**src/rtl/alu_seq_ctrl_if.sv**
```systemverilog
// Request/response bundle between the control logic and the nibble sequencer.
// The requester owns start/op/a/b; the sequencer owns busy/done/result/cout.
interface alu_seq_ctrl_if #(
   parameter int W = 16
);
   logic         start;
   logic [1:0]   op;
   logic [W-1:0] a;
   logic [W-1:0] b;
   logic         busy;
   logic         done;
   logic [W-1:0] result;
   logic         cout;

   modport master (
      output start, op, a, b,
      input  busy, done, result, cout
   );

   modport slave (
      input  start, op, a, b,
      output busy, done, result, cout
   );
endinterface

```
**src/rtl/alu_seq_ctrl.sv**
```systemverilog
// Time-multiplexes a wide add/sub/inc/dec onto a 4-bit arithmetic unit, LSB nibble first.
// Optional zero/ovf flag ports are built only when ALU_SEQ_FLAGS_EN is defined.
module alu_seq_ctrl #(
   parameter int NIBBLES = 4,
   parameter int SETTLE  = 2
) (
   input  logic       clk,
   input  logic       rst_n,
   alu_seq_ctrl_if.slave bus,
   output logic [3:0] dp_a,
   output logic [3:0] dp_b,
   output logic       dp_s1,
   output logic       dp_s0,
   output logic       dp_cin,
   input  logic [3:0] dp_d,
   input  logic       dp_cout,
   output logic       dbg_state
`ifdef ALU_SEQ_FLAGS_EN
   ,
   output logic       zero,
   output logic       ovf
`endif
);

   localparam int W  = 4 * NIBBLES;
   localparam int IW = (NIBBLES > 1) ? $clog2(NIBBLES) : 1;
   localparam int CW = (SETTLE > 1) ? $clog2(SETTLE) : 1;

   typedef enum logic {IDLE = 1'b0, RUN = 1'b1} state_t;

   state_t          state;
   logic [W-1:0]    a_q;
   logic [W-1:0]    b_q;
   logic [W-1:0]    res_q;
   logic [W-1:0]    res_cap;
   logic [1:0]      op_q;
   logic [IW-1:0]   idx;
   logic [CW-1:0]   cnt;
   logic            done_q;
   logic            cout_q;
   logic            capture;
   logic            last;

   // Handshake: start is sampled only in IDLE; busy is high from the accepting edge
   // through the final capture; done pulses for one cycle with result/cout valid.
   assign bus.busy   = (state == RUN);
   assign bus.done   = done_q;
   assign bus.result = res_q;
   assign bus.cout   = cout_q;
   assign dbg_state  = state;

   assign capture = (state == RUN) && (cnt == CW'(SETTLE - 1));
   assign last    = (idx == IW'(NIBBLES - 1));

   always_comb begin
      dp_a = 4'h0;
      dp_b = 4'h0;
      if (state == RUN) begin
         dp_a = a_q[int'(idx) * 4 +: 4];
         dp_b = b_q[int'(idx) * 4 +: 4];
      end
   end

   always_comb begin
      res_cap = res_q;
      res_cap[int'(idx) * 4 +: 4] = dp_d;
   end

`ifdef ALU_SEQ_FLAGS_EN
   logic y_msb;
   always_comb begin
      y_msb = 1'b0;
      case (op_q)
         2'b00:   y_msb = b_q[W-1];
         2'b01:   y_msb = ~b_q[W-1];
         2'b10:   y_msb = 1'b0;
         default: y_msb = 1'b1;
      endcase
   end
`endif

   always_ff @(posedge clk or negedge rst_n) begin
      if (!rst_n) begin
         state  <= IDLE;
         a_q    <= '0;
         b_q    <= '0;
         res_q  <= '0;
         op_q   <= 2'b00;
         idx    <= '0;
         cnt    <= '0;
         done_q <= 1'b0;
         cout_q <= 1'b0;
         dp_s1  <= 1'b0;
         dp_s0  <= 1'b0;
         dp_cin <= 1'b0;
`ifdef ALU_SEQ_FLAGS_EN
         zero   <= 1'b0;
         ovf    <= 1'b0;
`endif
      end else begin
         done_q <= 1'b0;
         case (state)
            IDLE: begin
               if (bus.start) begin
                  state  <= RUN;
                  a_q    <= bus.a;
                  b_q    <= bus.b;
                  op_q   <= bus.op;
                  idx    <= '0;
                  cnt    <= '0;
                  res_q  <= '0;
                  // op encoding equals the select code; Cin is set for sub and inc only
                  {dp_s1, dp_s0} <= bus.op;
                  dp_cin <= bus.op[1] ^ bus.op[0];
               end
            end
            RUN: begin
               if (capture) begin
                  res_q <= res_cap;
                  cnt   <= '0;
                  if (last) begin
                     state  <= IDLE;
                     done_q <= 1'b1;
                     cout_q <= dp_cout;
                     idx    <= '0;
                     dp_s1  <= 1'b0;
                     dp_s0  <= 1'b0;
                     dp_cin <= 1'b0;
`ifdef ALU_SEQ_FLAGS_EN
                     zero   <= (res_cap == '0);
                     ovf    <= (a_q[W-1] == y_msb) && (dp_d[3] != a_q[W-1]);
`endif
                  end else begin
                     idx    <= idx + 1'b1;
                     dp_cin <= dp_cout;
                  end
               end else begin
                  cnt <= cnt + 1'b1;
               end
            end
            default: state <= IDLE;
         endcase
      end
   end

endmodule

```
**src/flat_wrapper.sv**
```systemverilog
// flat-port wrapper written by rule: the top's interface ports become plain ports
module alu_seq_ctrl_flat 
#(
   parameter int NIBBLES = 4,
   parameter int SETTLE  = 2
)
  (clk, rst_n, dp_a, dp_b, dp_s1, dp_s0, dp_cin, dp_d, dp_cout, dbg_state, bus_start, bus_op, bus_a, bus_b, bus_busy, bus_done, bus_result, bus_cout);
  alu_seq_ctrl_if #(.W(16)) bus_i ();
  input  logic clk;
  input  logic rst_n;
  output logic [3:0] dp_a;
  output logic [3:0] dp_b;
  output logic dp_s1;
  output logic dp_s0;
  output logic dp_cin;
  input  logic [3:0] dp_d;
  input  logic dp_cout;
  output logic dbg_state;
  input wire logic [$bits(bus_i.start)-1:0] bus_start;
  input wire logic [$bits(bus_i.op)-1:0] bus_op;
  input wire logic [$bits(bus_i.a)-1:0] bus_a;
  input wire logic [$bits(bus_i.b)-1:0] bus_b;
  output wire logic [$bits(bus_i.busy)-1:0] bus_busy;
  output wire logic [$bits(bus_i.done)-1:0] bus_done;
  output wire logic [$bits(bus_i.result)-1:0] bus_result;
  output wire logic [$bits(bus_i.cout)-1:0] bus_cout;
  assign bus_i.start = bus_start;
  assign bus_i.op = bus_op;
  assign bus_i.a = bus_a;
  assign bus_i.b = bus_b;
  assign bus_busy = bus_i.busy;
  assign bus_done = bus_i.done;
  assign bus_result = bus_i.result;
  assign bus_cout = bus_i.cout;
  alu_seq_ctrl #(.NIBBLES(NIBBLES), .SETTLE(SETTLE)) u_core (.clk(clk), .rst_n(rst_n), .bus(bus_i), .dp_a(dp_a), .dp_b(dp_b), .dp_s1(dp_s1), .dp_s0(dp_s0), .dp_cin(dp_cin), .dp_d(dp_d), .dp_cout(dp_cout), .dbg_state(dbg_state));
endmodule
```
**config.mk**
```make
export PLATFORM = sky130hd
export DESIGN_NAME = alu_seq_ctrl_flat
export DESIGN_NICKNAME = d
export VERILOG_FILES = /design/src/rtl/alu_seq_ctrl_if.sv /design/src/rtl/alu_seq_ctrl.sv /design/src/flat_wrapper.sv
export SDC_FILE = /design/constraint.sdc
export NUM_CORES = 1
export LEC_CHECK = 0
export BUFFER_PORTS_ARGS = -buffer_cell sky130_fd_sc_hd__buf_2
export CORE_MARGIN = 8
export CORE_UTILIZATION = 52
export DETAILED_ROUTE_END_ITERATION = 16
export GPL_TIMING_DRIVEN = 0
export HOLD_SLACK_MARGIN = 0.08
export PLACE_DENSITY = 0.79
export RECOVER_POWER = 100
export SLEW_MARGIN = 5
export SYNTH_ARGS = -nofsm -noshare
export SYNTH_HDL_FRONTEND = slang
export SYNTH_SLANG_ARGS = --single-unit
```
**constraint.sdc**
```tcl
create_clock -name clk -period 2.3 [get_ports clk]
set_clock_uncertainty 0.1 [all_clocks]
set_input_delay 0.46 -clock clk [delete_from_list [all_inputs] [get_ports clk]]
set_output_delay 0.46 -clock clk [all_outputs]
set_load 0.03 [all_outputs]
```
# After elaboration in Yosys (flattened, before gate mapping)
# Index checks and enable logic that the tools add are counted.
# W data, S select, Z words.
# classes
add_sub_neg	3
multipliers	0
n_div	0
n_lt_le_gt_ge	0
n_eq_ne	4
n_shift	4
muxes	30
bitwise_logic	2
n_reduce_logical	5
# ops
operator	n
$neg A4 Y33	1
$shift A4 B33 Y16 const A	1
$shiftx A4 B33 Y16	1
$mux W16	2
$pmux W16 S2	1
$shiftx A16 B5 Y4	2
$bwmux W16	1
$mux W1	15
$pmux W1 S2	5
$mux W4	2
$mux W2	3
$ne A2 B2 Y1 const B	3
$reduce_and A3 Y1	2
$pmux W2 S2	1
$reduce_and A2 Y1	2
$add A2 B1 Y2 const B	1
$eq A2 B2 Y1 const B	1
$add A1 B1 Y1 const B	1
$logic_and A1 B1 Y1	1
$not A1 Y1	1
$xor A1 B1 Y1	1
# totals
register_bits	57
latch_bits	0
ramBits	0
romBits	0
in_bits	42
out_inout_bits	31
wordCells	59
mem_count	0

# Longest topological paths before layout
# Gate-level depths: netlist of run 1.
# logic_depth
ltp_word	5
mapped_depth	7
mapped_depth_nobuf	5

# Least setup slack after synthesis of run 1
# Ideal clock, no wire load.
# synth_path
path_type	reg2out
start	register u_core.idx[0]
end	output dp_a[0]
arrival_ns	1.436
t_required_ns	1.740
path_slack_ns	0.304
path_stages_with_launch	4
n_path_buf	1
path_cell_list	dfrtp_1 -> buf_4 -> mux4_2 -> and2_1
# synth_via
elab_chain_cells	2
# synth_rtl
element	line_no	text
start, declared	alu_seq_ctrl.sv:37	logic [IW-1:0] idx;
start signal, assigned	alu_seq_ctrl.sv:134	idx <= idx + 1'b1;
$shiftx A16 B5 Y4	alu_seq_ctrl.sv:59	dp_a = a_q[int'(idx) * 4 +: 4];
$mux W4	alu_seq_ctrl.sv:58	if (state == RUN) begin
end, declared	flat_wrapper.sv:11	output logic [3:0] dp_a;
# Every way passes these cells.

# Worst setup path in the final report of run 1
# layout_path
start	register u_core.idx[0]
end	output dp_a[2]
# Same word-level chain as after synthesis.

==> reports/metrics.cfg, run 1 <==
[status]
status = finished clean

[global_route]
gr-usage-met2_pct = 27.3
gr-usage-all-layers_pct = 17.2
grt_most_used_layer = met2
grt_util_met3_pct = 3.81
grt_pass1_vias = 2173
use_met1_pct = 21.7
antenna_found_initial = 0
overflow = 0
grt_max_degree = 58
grt_pass1_wl_um = 10400

[detailed_routing]
drc = 0
wl_per_cell_um = 14.7
vias_per_cell = 4.81
routed_wl_um = 6220
ant_nets = 0
num_vias = 2040
first_iter_violations = 105
drt_first_pass_iters = 4

[die]
io_pins = 73
initial_core_util_pct = 53.4
rows = 26
die_w_um = 88.2
dieArea_um2 = 7780
core_area_um2 = 5070
die_y_um = 88.2

[yosys]
synth_edf_count = 0
synth_cell_types = 31
yosys_warnings = 0
synth-seq-area-share_pct = 52.6
syn_area_um2 = 2710
yosysMostFrequentCell = nand2_1
yosys-top-cells-count = nand2_1 (113), dfrtp_1 (57)
async_flop_share_pct = 100
avgSynthCellArea_um2 = 10.3
yosysTopAreaCell = dfrtp_1
synth_area_leaders = dfrtp_1 (53%), nand2_1 (16%), mux4_2 (6.6%), mux2_4 (4.4%), ha_1 (2.8%)
ys_ff_latch = 57
synth_nets = 312
synth_top_area_share_pct = 52.6
syn_inst = 264
synth_ff_type = dfrtp_1

[place]
placed_area_um2 = 3160
numPortBuffers = 72
dp_cells = 406
hpwlAfterDp_um = 4450
place_congestion = 0.798

[final_layout]
drive_above_1_share_pct = 34.7
finish.instance_area_um2 = 3420
fin_nets = 398
antenna_cells = 0
area_growth_pct = 26.3
fin_cells = 424

[critical_path]
start_kind = register
critPathKind = reg -> out
rrSetupSlack_ns = 0.32
worst_path_largest_cell_delay_ns = 0.50
cp_num_buf_inv = 2
endpoint_kind = primary output
crit_required_ns = 1.74
crit_family = multiplexers
slowest_stage = mux4_2
worstRegToRegCells = 6
path_max_fanout = 3
worstPathCellList = buf_4 -> mux4_2 -> and2_1 -> buf_2
r2r-start = u_core.idx[1]$_DFFE_PN0P_
r2r_end = u_core.bus.result[13]$_DFFE_PN0P_
critPathArrivalTime_ns = 1.71

[clock_tree]
cts_buffer_depth = 2
hold_buffers = 0
clockRootBuffer = clkbuf_8
cts_tree = built
insertion_delay_ns = 0.32
path_clk_slew_ns = 0.06
htreeDepth = 3
numClockSinks = 57
numCtsBuffers = 9

[timing]
hold_ws_ns = 0.217
fmaxAchievable_mhz = 440
relSlewSlack_pct = 8.22
hold_viol_final = 0
rsz0062_at_grt = yes
setup_tns_ns = 0
post-route-period-util_pct = 98.8
slew_violations = 0
tightest_slew_ns = 1.38
fin_crit_ns = 2.27
setup_viol = 0

[power]
ir_drop_v = 0.000876
p_leak_uw = 0.00183
power_density_nw_per_um2 = 1590

[min_path]
worst_hold_path.endpoint = u_core.b_q[9]$_DFFE_PN0P_
hold_depth = 3
min_path_type = in -> reg
min_from = bus_b[9]

[job]
cap_violations = 0

power by group:
part           internal, uW  switching (uW)  total, uW
clock network           633             375       1010
logic                  1170            1590       2760
registers              1440             251       1690
total                  3240            2210       5450
per-layer routing:
metal	wire, um	share of wire (%)
met5	0	0
met4	107	1.7
met3	341	5.5
met2	3090	50
met1	2680	43
cell type report:
cell class                 instances  area (um^2)
clock buffer                      12          145
buffer                            16          106
tap                               70         87.6
sequential                        57         1430
timing repair buffer              75          399
fill                             397         1650
multi-input combinational        185         1170
inverter                           6         22.5
clock inverter                     3         65.1
cells by family (layout without fill, tap and decap cells):
kind of cell | after synthesis | after routing | synth area share [%]
flip-flops | 57 | 57 | 52.6
AO/OA/AOI/OAI | 12 | 12 | 3.74
buffers and inverters | 22 | 112 | 4.20
adder cells (fa/ha/maj) | 6 | 6 | 2.77
XOR/XNOR | 1 | 1 | 0.323
AND/OR/NAND/NOR | 142 | 142 | 22.2
multiplexers | 24 | 24 | 14.2
worst min-delay path, stage by stage:
cell     delay (ns)
buf_2          0.07
nand2_1        0.04
nand2_1        0.04
worst max-delay path by stage:
stage / from / end / cells past startpoint
2_1_floorplan: u_core.idx[0]$_DFFE_PN0P_ / dp_a[0] / 3
3_3_place_gp: u_core.idx[1]$_DFFE_PN0P_ / u_core.bus.result[13]$_DFFE_PN0P_ / 6
3_5_place_dp: u_core.idx[1]$_DFFE_PN0P_ / u_core.bus.result[13]$_DFFE_PN0P_ / 6
4_1_cts: u_core.idx[1]$_DFFE_PN0P_ / dp_a[2] / 4
5_1_grt: u_core.idx[0]$_DFFE_PN0P_ / dp_a[2] / 4
6_report: u_core.idx[0]$_DFFE_PN0P_ / dp_a[2] / 4
repair_timing:
action | in CTS | in global routing
resized for setup | 4 | 14
setup endpoints to repair | 8 | 8
setup buffers | 2 | 1
hold endpoints to repair | 0 | 0
registers in the layout, indices dropped and copies added, names as in the netlist:
signal and count:
u_core.cnt 1, u_core.b_q 16, u_core.idx 2, u_core.dp_s1 1, u_core.bus.cout 1, u_core.bus.done 1
u_core.dp_cin 1, u_core.bus.busy 1, u_core.bus.result 16, u_core.a_q 16, u_core.dp_s0 1
cells in the final DEF, fill, tap and decap left out, drive strengths merged:
cell and count:
nand2 113, buf 85, dfrtp 57, clkbuf 18, mux2 12, and2 9
mux4 8, nor3 8, inv 6, ha 6, a22o 5, nor2 4
mux2i 4, nand2b 3, a21o 3, o21ai 3, bufinv 2, and3 1
and4bb 1, nor2b 1, xnor2 1, nand3b 1, a21oi 1, and4 1
clkinv 1
stage by stage:
step | power [uW] | setup WS, ns | utilization [%]
floorplan | 3640 | 0.304 | -
global placement | 4240 | 0.0733 | 62.3
detailed placement | 4320 | 0.0238 | 62.3
CTS | 5400 | 0.00228 | 66.9
global route | 5830 | -0.0198 | 67.5
finish | 5450 | 0.0282 | 67.5
Note: power is estimated with default switching activity, not from simulation.
==> run 2: changes to the inputs <==
Settings changed: CORE_UTILIZATION 52 to 50, PLACE_DENSITY 0.79 to 0.77.
==> run 2 against run 1 <==
Compared with the run above:
- first-iteration DRC count shrank 5.7%
- highest routed layer unchanged
- routed wire length grew 6.0%
- hold slack lost 0.0097 ns
- global-route usage is essentially flat
- via count grew 4.1%
- largest cell class unchanged
- utilization shrank 3.2 points
- critical path depth is the same
==> reports/metrics.cfg, run 2 (synthesized netlist as in run 1, its figures left out) <==
[critical_path]
critPathKind = reg -> out
start_kind = register
path_max_fanout = 5  ; +2
endpoint_kind = primary output
worstRegToRegCells = 8  ; +2
critPathArrivalTime_ns = 1.72  ; about the same
crit_required_ns = 1.74  ; about the same

[global_route]
grt_max_degree = 58  ; unchanged
gr-usage-all-layers_pct = 17.2  ; -0.034 points
overflow = 0  ; unchanged
grt_pass1_wl_um = 10300  ; -0.40%
antenna_found_initial = 0  ; unchanged
grt_pass1_vias = 2150  ; -1.1%

[clock_tree]
hold_buffers = 0  ; unchanged
path_clk_slew_ns = 0.07  ; about the same
insertion_delay_ns = 0.33  ; about the same
cts_buffer_depth = 2  ; unchanged
clockRootBuffer = clkbuf_8
numCtsBuffers = 9  ; unchanged
numClockSinks = 57  ; unchanged
htreeDepth = 3  ; unchanged
cts_tree = built

[status]
status = finished clean

[die]
core_area_um2 = 5370  ; +5.8%
initial_core_util_pct = 50.5  ; -2.9 points
die_y_um = 89.6  ; +1.6%
die_w_um = 89.6  ; +1.6%
io_pins = 73  ; unchanged
rows = 27  ; +3.8%
dieArea_um2 = 8040  ; +3.3%

[final_layout]
nFillCells = 425  ; +7.1%
drive_above_1_share_pct = 30.1  ; -4.7 points
layout_common_cells = nand2_1 (113), dfrtp_1 (56), buf_2 (47)
antenna_cells = 0  ; unchanged
fin_nets = 399  ; +0.25%
final_common_cell = nand2_1
final_util_pct = 64.3  ; -3.2 points
area_growth_pct = 27.3

[place]
hpwlAfterDp_um = 4510  ; +1.5%
place_congestion = 0.796  ; -0.28%
numPortBuffers = 72  ; unchanged

[detailed_routing]
num_vias = 2124  ; +4.1%
vias_per_cell = 4.96  ; +3.1%
first_iter_violations = 99  ; -5.7%
routed_wl_um = 6590  ; +6.0%
ant_nets = 0  ; unchanged
wl_per_cell_um = 15.4  ; +5.0%
drt_first_pass_iters = 5  ; +1
drc = 0  ; unchanged

[min_path]
min_path_type = in -> reg
hold_depth = 3  ; unchanged

[timing]
hold_viol_final = 0  ; unchanged
slew_violations = 0  ; unchanged
relSlewSlack_pct = 8.29  ; +0.064 points
rsz0062_at_grt = yes
fmaxAchievable_mhz = 438  ; -0.50%
post-route-period-util_pct = 99.3  ; +0.49 points
tightest_slew_ns = 1.38  ; -0.000960 ns
fin_crit_ns = 2.28  ; +0.0113 ns
setup_viol = 0  ; unchanged

[job]
cap_violations = 0  ; unchanged

[power]
ir_drop_v = 0.000807  ; -7.9%
power_density_nw_per_um2 = 1620  ; +1.7%
p_leak_uw = 0.00176  ; -3.9%
power.total_uw = 5590  ; +2.5%

-- run 2: per-layer routing --
metal / wire, um / GRT usage (%) / vias to the layer above
met4: 148 / 9.37 / 0
met3: 430 / 3.82 / 15
met2: 3090 / 26.5 / 68
li1: - / - / 1024
met5: 0 / 0 / -
met1: 2920 / 21.9 / 1017
-- run 2: final timing paths --
path,start,endpoint,slack (ns)
setup / recovery,u_core.idx[0]$_DFFE_PN0P_,dp_b[2],0.02
hold / removal,bus_a[0],u_core.a_q[0]$_DFFE_PN0P_,0.21
setup reg to reg,u_core.idx[0]$_DFFE_PN0P_,u_core.bus.result[7]$_DFFE_PN0P_,0.27
hold reg to reg,u_core.a_q[15]$_DFFE_PN0P_,u_core.a_q[15]$_DFFE_PN0P_,0.38
max in group asynchronous,rst_n,u_core.idx[0]$_DFFE_PN0P_,0.85
min in group asynchronous,rst_n,u_core.b_q[0]$_DFFE_PN0P_,0.34
-- run 2: cell type report --
type	instances	area (um^2)	share of cell area, %
plain buffers	16	106	3.08
clock buffers	11	141	4.10
clock inverters	5	55.1	1.59
inverters	6	22.5	0.652
multi-input cells	185	1180	34.1
flip-flops and latches	57	1430	41.4
well taps	72	90.1	2.61
repair buffers	76	430	12.5
-- run 2: metrics by stage --
step	setup TNS (ns)	cells	worst slack [ns]	cell area [um^2]	hold WS [ns]
floorplan	0	264	0.304	2710	0.0644
global placement	0	408	0.0596	3160	0.353
detailed placement	0	408	0.00905	3160	0.362
CTS	0	425	0.00281	3380	0.202
global route	-0.0895	428	-0.0209	3450	0.211
finish	0	428	0.0169	3450	0.207
-- run 2: worst max-delay path, cell delays in order (launching register included) --
cell     delay (ns)
dfrtp_2        0.43
buf_12         0.14
mux4_2         0.51
and2_4         0.18
buf_6          0.13
-- run 2: power breakdown --
| part | internal (uW) | switching, uW | total, uW |
|---|---|---|---|
| sequential | 1440 | 267 | 1710 |
| combinational | 1310 | 1640 | 2950 |
| clock | 526 | 410 | 936 |
| total | 3270 | 2320 | 5590 |
-- run 2: repair_timing --
action                                  in CTS  in global routing
pin swaps                                    0                  0
buffers inserted                             1                  2
endpoints found under the setup margin       9                  6
gates cloned                                 0                  1
gates resized for setup                      6                 28
